`config.mk`:
```
export PLATFORM = sky130hd
export DESIGN_NAME = eco_patch_engine
export DESIGN_NICKNAME = d
export VERILOG_FILES = /design/src/rtl/eco_patch_pkg.sv /design/src/rtl/eco_term_match.sv /design/src/rtl/eco_patch_engine.sv
export SDC_FILE = /design/constraint.sdc
export NUM_CORES = 1
export LEC_CHECK = 0
export ABC_CLOCK_PERIOD_IN_PS = 3060
export BUFFER_PORTS_ARGS = -buffer_cell sky130_fd_sc_hd__buf_2
export CORE_MARGIN = 2
export CORE_UTILIZATION = 65
export DETAILED_ROUTE_END_ITERATION = 10
export GPL_TIMING_DRIVEN = 0
export PLACE_DENSITY = 0.84
export SYNTH_ARGS = -nofsm -noshare
export SYNTH_HDL_FRONTEND = slang
export SYNTH_SLANG_ARGS = --single-unit
```
`constraint.sdc`:
```
create_clock -name clk -period 3.06 [get_ports clk]
set_input_delay 0.612 -clock clk [delete_from_list [all_inputs] [get_ports clk]]
set_output_delay 0.612 -clock clk [all_outputs]
set_load 0.01 [all_outputs]
```
`src/rtl/eco_patch_pkg.sv`:
```
// Shared types and default widths for the ECO patch engine.
// Latency: n/a (types and constants only).
// Backpressure: n/a.
package eco_patch_pkg;

  localparam int IN_W    = 10;  // patch-visible inputs, {B[4:0],A[4:0]}
  localparam int OUT_W   = 3;   // width of the netlist output being corrected
  localparam int N_TERMS = 4;   // number of product terms
  localparam int IDX_W   = 2;   // term slot index width

  typedef enum logic [1:0] {
    CFG_IDLE,
    CFG_DRAIN,
    CFG_SWAP
  } cfg_state_e;

  // One product term: enable, literal selection, literal inversion, target bits.
  typedef struct packed {
    logic             en;
    logic [IN_W-1:0]  care;
    logic [IN_W-1:0]  pol;
    logic [OUT_W-1:0] tgt;
  } term_t;

endpackage

```
`src/rtl/eco_term_match.sv`:
```
// Single product-term hit detector against the netlist primary inputs.
// Latency: purely combinational.
// Backpressure: none; evaluated every cycle.
module eco_term_match
  import eco_patch_pkg::*;
(
  input  term_t           term_i,
  input  logic [IN_W-1:0] data_i,
  output logic            hit_o
);

  // A cared literal is true when the input bit differs from its inversion flag;
  // uncared bits are forced true, so an enabled term with care=0 is constant 1.
  assign hit_o = term_i.en & (&(~term_i.care | (data_i ^ term_i.pol)));

endmodule

```
`src/rtl/eco_patch_engine.sv`:
```
// XORs a programmable sum-of-products correction onto a frozen netlist output.
// Latency: 2 cycles from input accept to out_valid when out_ready is held high.
// Backpressure: each stage holds when the next is full and not accepted; inputs are refused while a commit drains.
module eco_patch_engine
  import eco_patch_pkg::*;
(
  input  logic             clk,
  input  logic             rst_n,
  input  logic             in_valid,
  output logic             in_ready,
  input  logic [IN_W-1:0]  in_data,
  input  logic [OUT_W-1:0] in_y,
  output logic             out_valid,
  input  logic             out_ready,
  output logic [OUT_W-1:0] out_y,
  input  logic             cfg_valid,
  output logic             cfg_ready,
  input  logic [IDX_W-1:0] cfg_idx,
  input  logic [IN_W-1:0]  cfg_care,
  input  logic [IN_W-1:0]  cfg_pol,
  input  logic [OUT_W-1:0] cfg_tgt,
  input  logic             cfg_en,
  input  logic             cfg_commit,
  output logic             commit_done
);

  cfg_state_e state_q;
  logic       commit_done_q;

  term_t shadow_q [N_TERMS];
  term_t active_q [N_TERMS];

  // Stage 1 keeps the term hits rather than in_data: the hits are all that
  // stage 2 needs, and the active bank cannot change while a beat is in flight.
  logic               s1_v_q;
  logic [OUT_W-1:0]   s1_y_q;
  logic [N_TERMS-1:0] s1_hit_q;
  logic [N_TERMS-1:0] s1_hit_d;

  logic               s2_v_q;
  logic [OUT_W-1:0]   s2_y_q;
  logic [OUT_W-1:0]   s2_y_d;
  logic [OUT_W-1:0]   corr;

  logic idle;
  logic s1_adv;
  logic s2_adv;
  logic in_fire;

  assign idle    = (state_q == CFG_IDLE);
  assign s2_adv  = !s2_v_q || out_ready;
  assign s1_adv  = !s1_v_q || s2_adv;
  assign in_ready  = s1_adv && idle;
  assign in_fire   = in_valid && in_ready;
  assign cfg_ready = idle;

  assign out_valid   = s2_v_q;
  assign out_y       = s2_y_q;
  assign commit_done = commit_done_q;

  genvar g;
  generate
    for (g = 0; g < N_TERMS; g++) begin : g_term
      eco_term_match u_match (
        .term_i (active_q[g]),
        .data_i (in_data),
        .hit_o  (s1_hit_d[g])
      );
    end
  endgenerate

  // OR together the targets of every term that hit for the stage-1 beat.
  always_comb begin
    corr = '0;
    for (int t = 0; t < N_TERMS; t++) begin
      if (s1_hit_q[t]) corr = corr | active_q[t].tgt;
    end
    s2_y_d = s1_y_q ^ corr;
  end

  // Two-stage valid/ready pipeline; a stage loads only when it can hand off.
  always_ff @(posedge clk or negedge rst_n) begin
    if (!rst_n) begin
      s1_v_q   <= 1'b0;
      s1_y_q   <= '0;
      s1_hit_q <= '0;
      s2_v_q   <= 1'b0;
      s2_y_q   <= '0;
    end else begin
      if (s1_adv) begin
        s1_v_q <= in_fire;
        if (in_fire) begin
          s1_y_q   <= in_y;
          s1_hit_q <= s1_hit_d;
        end
      end
      if (s2_adv) begin
        s2_v_q <= s1_v_q;
        if (s1_v_q) s2_y_q <= s2_y_d;
      end
    end
  end

  // Shadow bank takes term writes only while idle; out-of-range slots are dropped.
  always_ff @(posedge clk or negedge rst_n) begin
    if (!rst_n) begin
      for (int t = 0; t < N_TERMS; t++) shadow_q[t] <= '0;
    end else if (cfg_valid && cfg_ready && (int'(cfg_idx) < N_TERMS)) begin
      shadow_q[cfg_idx] <= '{en: cfg_en, care: cfg_care, pol: cfg_pol, tgt: cfg_tgt};
    end
  end

  // Commit sequencer: drain the pipeline, then copy shadow to active in one cycle.
  always_ff @(posedge clk or negedge rst_n) begin
    if (!rst_n) begin
      state_q       <= CFG_IDLE;
      commit_done_q <= 1'b0;
      for (int t = 0; t < N_TERMS; t++) active_q[t] <= '0;
    end else begin
      commit_done_q <= 1'b0;
      case (state_q)
        CFG_IDLE: begin
          if (cfg_commit) state_q <= CFG_DRAIN;
        end
        CFG_DRAIN: begin
          if (!s1_v_q && !s2_v_q) state_q <= CFG_SWAP;
        end
        CFG_SWAP: begin
          for (int t = 0; t < N_TERMS; t++) active_q[t] <= shadow_q[t];
          commit_done_q <= 1'b1;
          state_q       <= CFG_IDLE;
        end
        default: state_q <= CFG_IDLE;
      endcase
    end
  end

endmodule
```
==> results of run 1 <==
==> where the power goes <==
| group | total (mW) | internal, mW | switching, mW |
|---|---|---|---|
| Combinational | 2.81 | 1.64 | 1.17 |
| Clock | 2.34 | 1.37 | 0.972 |
| Sequential | 4.91 | 4.11 | 0.805 |
==> kinds of logic after synthesis <==
kind of cell,after synthesis
buf+inv,30
mux,195
simple gates,36
flops,207
xor+xnor,43
compound gates,30
==> registers in the layout (all words and copies together), names as in the netlist <==
register     cells
s1_hit_q         4
state_q          2
s1_y_q           3
commit_done      1
out_y            3
s1_v_q           1
out_valid        1
shadow_q        96
active_q        96
==> critical path, stage by stage, from the launching register on <==
cell     delay (ns)
dfrtp_1        0.44
nor2_4         0.26
and2_1         0.16
buf_2          0.12
==> final cells by class <==
class	count	area [um^2]
flip-flops and latches	207	5180
fillers	805	3140
multi-input cells	304	3040
clock buffers	31	613
repair buffers	42	243
well taps	172	215
plain buffers	30	176
clock inverters	2	12.5
==> layer usage <==
metal	vias up	global-route usage	wire length, um
li1	2048	-	-
met1	2429	0.356	7290
met2	121	0.446	8830
met3	41	0.0494	855
met4	0	0.0873	584
met5	-	0	0
==> stage by stage <==
stage          setup WS (ns)  std cells
3_3_place_gp           -1.75        754
6_report               0.992        788
5_1_grt                0.934        788
3_5_place_dp           0.993        755
2_1_floorplan           1.40        541
4_1_cts                0.985        788
==> path summary, 6_finish.rpt <==
path,startpoint,to,slack (ns),cells past startpoint
hold reg to reg,shadow_q[90],shadow_q[90],0.49,1
min in group clk,in_y[2],s1_y_q[2],0.36,2
max in group asynchronous,rst_n,shadow_q[8],2.00,2
setup reg to reg,state_q[1],shadow_q[50],1.06,5
hold / removal,rst_n,out_y[1],0.09,1
setup / recovery,state_q[1],in_ready,0.99,3
==> layout by cell type (no fill, tap or decap), drive strengths merged <==
| cell type | instances |
|---|---|
| a222oi | 4 |
| xor2 | 3 |
| nand3b | 1 |
| nand2b | 2 |
| and2 | 1 |
| nand3 | 1 |
| nor3 | 1 |
| o31ai | 4 |
| a22o | 3 |
| nor2b | 1 |
| clkinv | 1 |
| a22oi | 12 |
| nor2 | 3 |
| nand4b | 1 |
| a221oi | 3 |
| nor3b | 1 |
| o21ai | 3 |
| xnor2 | 40 |
| nand4 | 5 |
| mux2 | 195 |
| a211oi | 1 |
| buf | 63 |
| nand2 | 18 |
| dfrtp | 207 |
| nor4b | 1 |
| clkinvlp | 1 |
| clkbuf | 40 |
==> impl_metrics.ini, run 1 <==
[sta]
finalSetupViolCount = 0
rsz0062_at_grt = no
final_hold_viol_count = 0
final_skew_ns = 0.00730
slew_viol_final = 0
finalWorstPathRequiredPeriod_ns = 2.07
max_clock_freq_mhz = 483
finalSetupTns_ns = 0
worst_slack_on_hold_paths_ns = 0.0936
final.period_utilization = 0.676
worst_slew_pin_tran_ns = 0.648
slew_headroom = 0.568

[setup_path]
worst-endpoint-arrival_ns = 1.46
cp_max_fo = 6
cp-start-kind = flop
end_kind = primary output
timing.setup.critical_path_class = reg2out
timing.critical_path.required_ns = 2.45

[pwr]
report.power.total_mw = 10.1
power_density_mw_per_mm2 = 1060
power.leakage_nw = 4.17
peakVddDrop_uv = 642

[logic_synthesis]
mappedNetlistArea_mm2 = 0.00839
synth_mux_area_frac = 0.262
synthesized_flop_and_latch_total = 207
yosysSeqAreaShare = 0.617
syn-num-nets = 586
synth-edff-count = 0
synth_simple_gate_area_share = 0.0271
synthXorXnorAreaFrac = 0.0449
synth_top_family_by_area = multiplexers
synth.distinct_cells = 33
fraction_of_synthesized_cell_area_taken_by_the_top_area_cell_type = 0.617
syn_inst = 541
synth.most_common_cell = dfrtp_1
synth-async-reset-ratio = 1.00
synth.top_cells.by_count = 207 x dfrtp_1, 192 x mux2_2, 40 x xnor2_1
synth.top_cells.by_area = dfrtp_1 62%, mux2_2 26%, xnor2_1 4.2%, a22oi_1 1.1%, nand2_1 0.76%
synth.avg_cell_area_um2 = 15.5
synth.yosys.warnings = 0
cell_type_with_the_largest_total_area_after_synthesis = dfrtp_1
yosys.area_share.adder = 0
synth-compound-area-share = 0.0280
synth_flop_cell = dfrtp_1

[hold_path]
hold_class = in2async

[global_route]
globalRoute.totalOverflow = 0
maximum_number_of_pins_on_one_net_before_global_route_repair = 123
initial_antenna_violation_count = 0
grt_pass1_wl_um = 28300
number_of_global_route_vias_before_repair = 5118
grt_util_all_layers = 0.266

[floorplanning]
core_mm2 = 0.0126
floorplan.io_pins = 52
die_height_um = 118
die_area_mm2 = 0.0138
chipWidth_um = 118
initial_utilization = 0.665
placement_rows = 41

[clock_network]
htree_num_levels = 1
cts.clk_slew.worst_paths_ns = 0.06
tritoncts.num_buffers = 20
hold_buffer_count_at_cts = 0
clkLatencyLatePin_ns = 0.49
clkSinkCount = 207
cts-resized-gates = 0
cts_tree = built
cts_root_cell = clkbuf_16
cts.path.max_buffers = 3
post_cts_repair_timing_setup_buffer_count = 0

[final_layout]
post_route_cells_drive_above_1_share = 0.472
synthToLayoutAreaGrowth_pct = 12.9
fin_util = 0.751
design.final.nets = 650
design_area_mm2 = 0.00948
num_antenna_cells = 0

[drt]
antenna_left = 0
route.detailed.wl_per_inst_um = 22.3
detailroute.via_count = 4639
vias_per_cell = 5.89
drt_first_iter_violations = 290
finalWirelength_um = 17600
drt_pass1_iterations = 6
detail_route.drc_violations = 0

[outcome]
outcome = finished clean

[placement]
port_buffers = 41
gpl.final_weighted_congestion = 0.836
detailed_place.area_mm2 = 0.00885
dp_hpwl_um = 11500

[flow_run]
max_cap_viol_count = 0
No activity file was read; power rests on OpenSTA's default activity.
==> inputs of run 2 (changes only) <==
Settings changed: ABC_CLOCK_PERIOD_IN_PS 3060 to 1800, CORE_UTILIZATION 65 to 54, PLACE_DENSITY 0.84 to 0.75.
Clock period 3.06 ns to 1.8 ns, I/O delays scaled along.
==> impl_metrics.ini, run 2 (synthesized netlist as in run 1, its figures left out) <==
[floorplanning]
chipWidth_um = 129
core_mm2 = 0.0152
die_area_mm2 = 0.0166
floorplan.io_pins = 52
initial_utilization = 0.552
placement_rows = 45
die_height_um = 129

[global_route]
globalRoute.totalOverflow = 0
maximum_number_of_pins_on_one_net_before_global_route_repair = 126
number_of_global_route_vias_before_repair = 5100
grt_util_all_layers = 0.229
initial_antenna_violation_count = 0
grt_pass1_wl_um = 28500

[final_layout]
post_route_cells_drive_above_1_share = 0.489
layoutNonFillerInstCount = 820
commonest_cells_after_routing_fill_and_taps_aside = 206 x dfrtp_1, 178 x mux2_2, 48 x buf_2
design.final.nets = 662
synthToLayoutAreaGrowth_pct = 17.2
fin_util = 0.647
final_common_cell = dfrtp_1
top_regs = active_q x96, shadow_q x96, s1_hit_q x4
num_antenna_cells = 0

[placement]
port_buffers = 41
dp_hpwl_um = 11700
dp_slack_ns = -0.183
placed_cells = 771
gpl.final_weighted_congestion = 0.780

[setup_path]
worstPathCellList = nor2_4 -> and2_1 -> buf_2
timing.setup.critical_path_class = reg2out
cp_max_fo = 5
worst-endpoint-arrival_ns = 1.44
cp-start-kind = flop
critPathTopFamily = flip-flops
end_kind = primary output
critical-path-slowest-cell = dfrtp_2
crit_path_max_incr_delay_ns = 0.44
timing.critical_path.required_ns = 1.44
critPathBufInv = 1

[drt]
route.detailed.wl_per_inst_um = 22.0
antenna_left = 0
drt_first_iter_violations = 255
drt_pass1_iterations = 4
detailroute.via_count = 4647
detail_route.drc_violations = 0
finalWirelength_um = 18000
vias_per_cell = 5.67

[outcome]
outcome = finished with violations
violated_checks = negative setup slack

[clock_network]
tritoncts.num_buffers = 22
cts.path.max_buffers = 3
clkSinkCount = 207
cts_tree = built
htree_num_levels = 1
clkLatencyLatePin_ns = 0.49
cts.clk_slew.worst_paths_ns = 0.06
cts_root_cell = clkbuf_16

[pwr]
power_density_mw_per_mm2 = 1810
peakVddDrop_uv = 892
power.leakage_nw = 4.36

[sta]
worst_slew_pin_tran_ns = 0.624
final_hold_viol_count = 0
rsz0062_at_grt = yes
finalSetupTns_ns = -0.00200
setup_ws_ns = -0.00200
max_clock_freq_mhz = 555
final.period_utilization = 1.00
finalSetupViolCount = 1
slew_viol_final = 0
final_skew_ns = 0.00547
slew_headroom = 0.584
finalWorstPathRequiredPeriod_ns = 1.80

[hold_path]
hold_class = in2reg

[flow_run]
max_cap_viol_count = 0
## run 2: cell types whose count changed in the layout (fill, tap and decap cells not counted), moves of 3 or more
cell       previous run  this run
buf_2                52        48
buf_4                 4         7
buf_8                 1         4
clkbuf_16            21        24
mux2_2              192       178
mux2_4                0        14
clkinv_2              1         7
buf_6                 4         9
## run 2: power breakdown
| part | switching [mW] | internal (mW) | total (mW) | leakage (nW) |
|---|---|---|---|---|
| registers | 1.33 | 6.98 | 8.32 | 2.52 |
| clock network | 1.74 | 2.78 | 4.52 | 0.371 |
| logic | 2.02 | 2.98 | 5.00 | 1.47 |
| total | 5.10 | 12.7 | 17.8 | 4.36 |
## run 2: area by class of cell
cell class                 count  area (um^2)
fill                        1130         5370
sequential                   207         5180
multi-input combinational    304         3110
clock buffer                  30          642
timing repair buffer          52          353
tap                          188          235
buffer                        30          225
clock inverter                 9         95.1
## run 2: final timing paths
path,startpoint,endpoint,slack (ns),cells after the start
worst max-delay path,state_q[0],in_ready,-0.002,3
worst min-delay path,in_y[2],s1_y_q[2],0.11,2
worst max register to register,state_q[0],shadow_q[71],0.03,6
worst min register to register,out_y[0],out_y[0],0.48,2
max in group asynchronous,rst_n,shadow_q[63],0.31,3
min in group asynchronous,rst_n,out_y[1],0.47,2
## run 2: per-stage QoR
| stage | hold slack (ns) | cell area [um^2] | power (mW) |
|---|---|---|---|
| 2_1_floorplan | 0.0644 | 8390 | 11.6 |
| 3_3_place_gp | 0.458 | 8830 | 12.7 |
| 3_5_place_dp | 0.395 | 8870 | 13.1 |
| 4_1_cts | 0.0961 | 9690 | 17.8 |
| 5_1_grt | 0.110 | 9840 | 18.8 |
| 6_report | 0.108 | 9840 | 17.8 |
## run 2: what timing repair did
action                     in CTS  in global routing
setup endpoints to repair      61                 87
hold buffers                    1                  0
cloned                          1                  1
hold endpoints to repair       82                  0
pin swaps                       2                  5
resized for setup               6                 31
buffers inserted                6                  1
## run 2: routing by layer
layer  routed length, um  global-route usage
met1                8030               0.317
met2                8850               0.382
met3                 790              0.0378
met4                 353              0.0607
met5                   0                   0
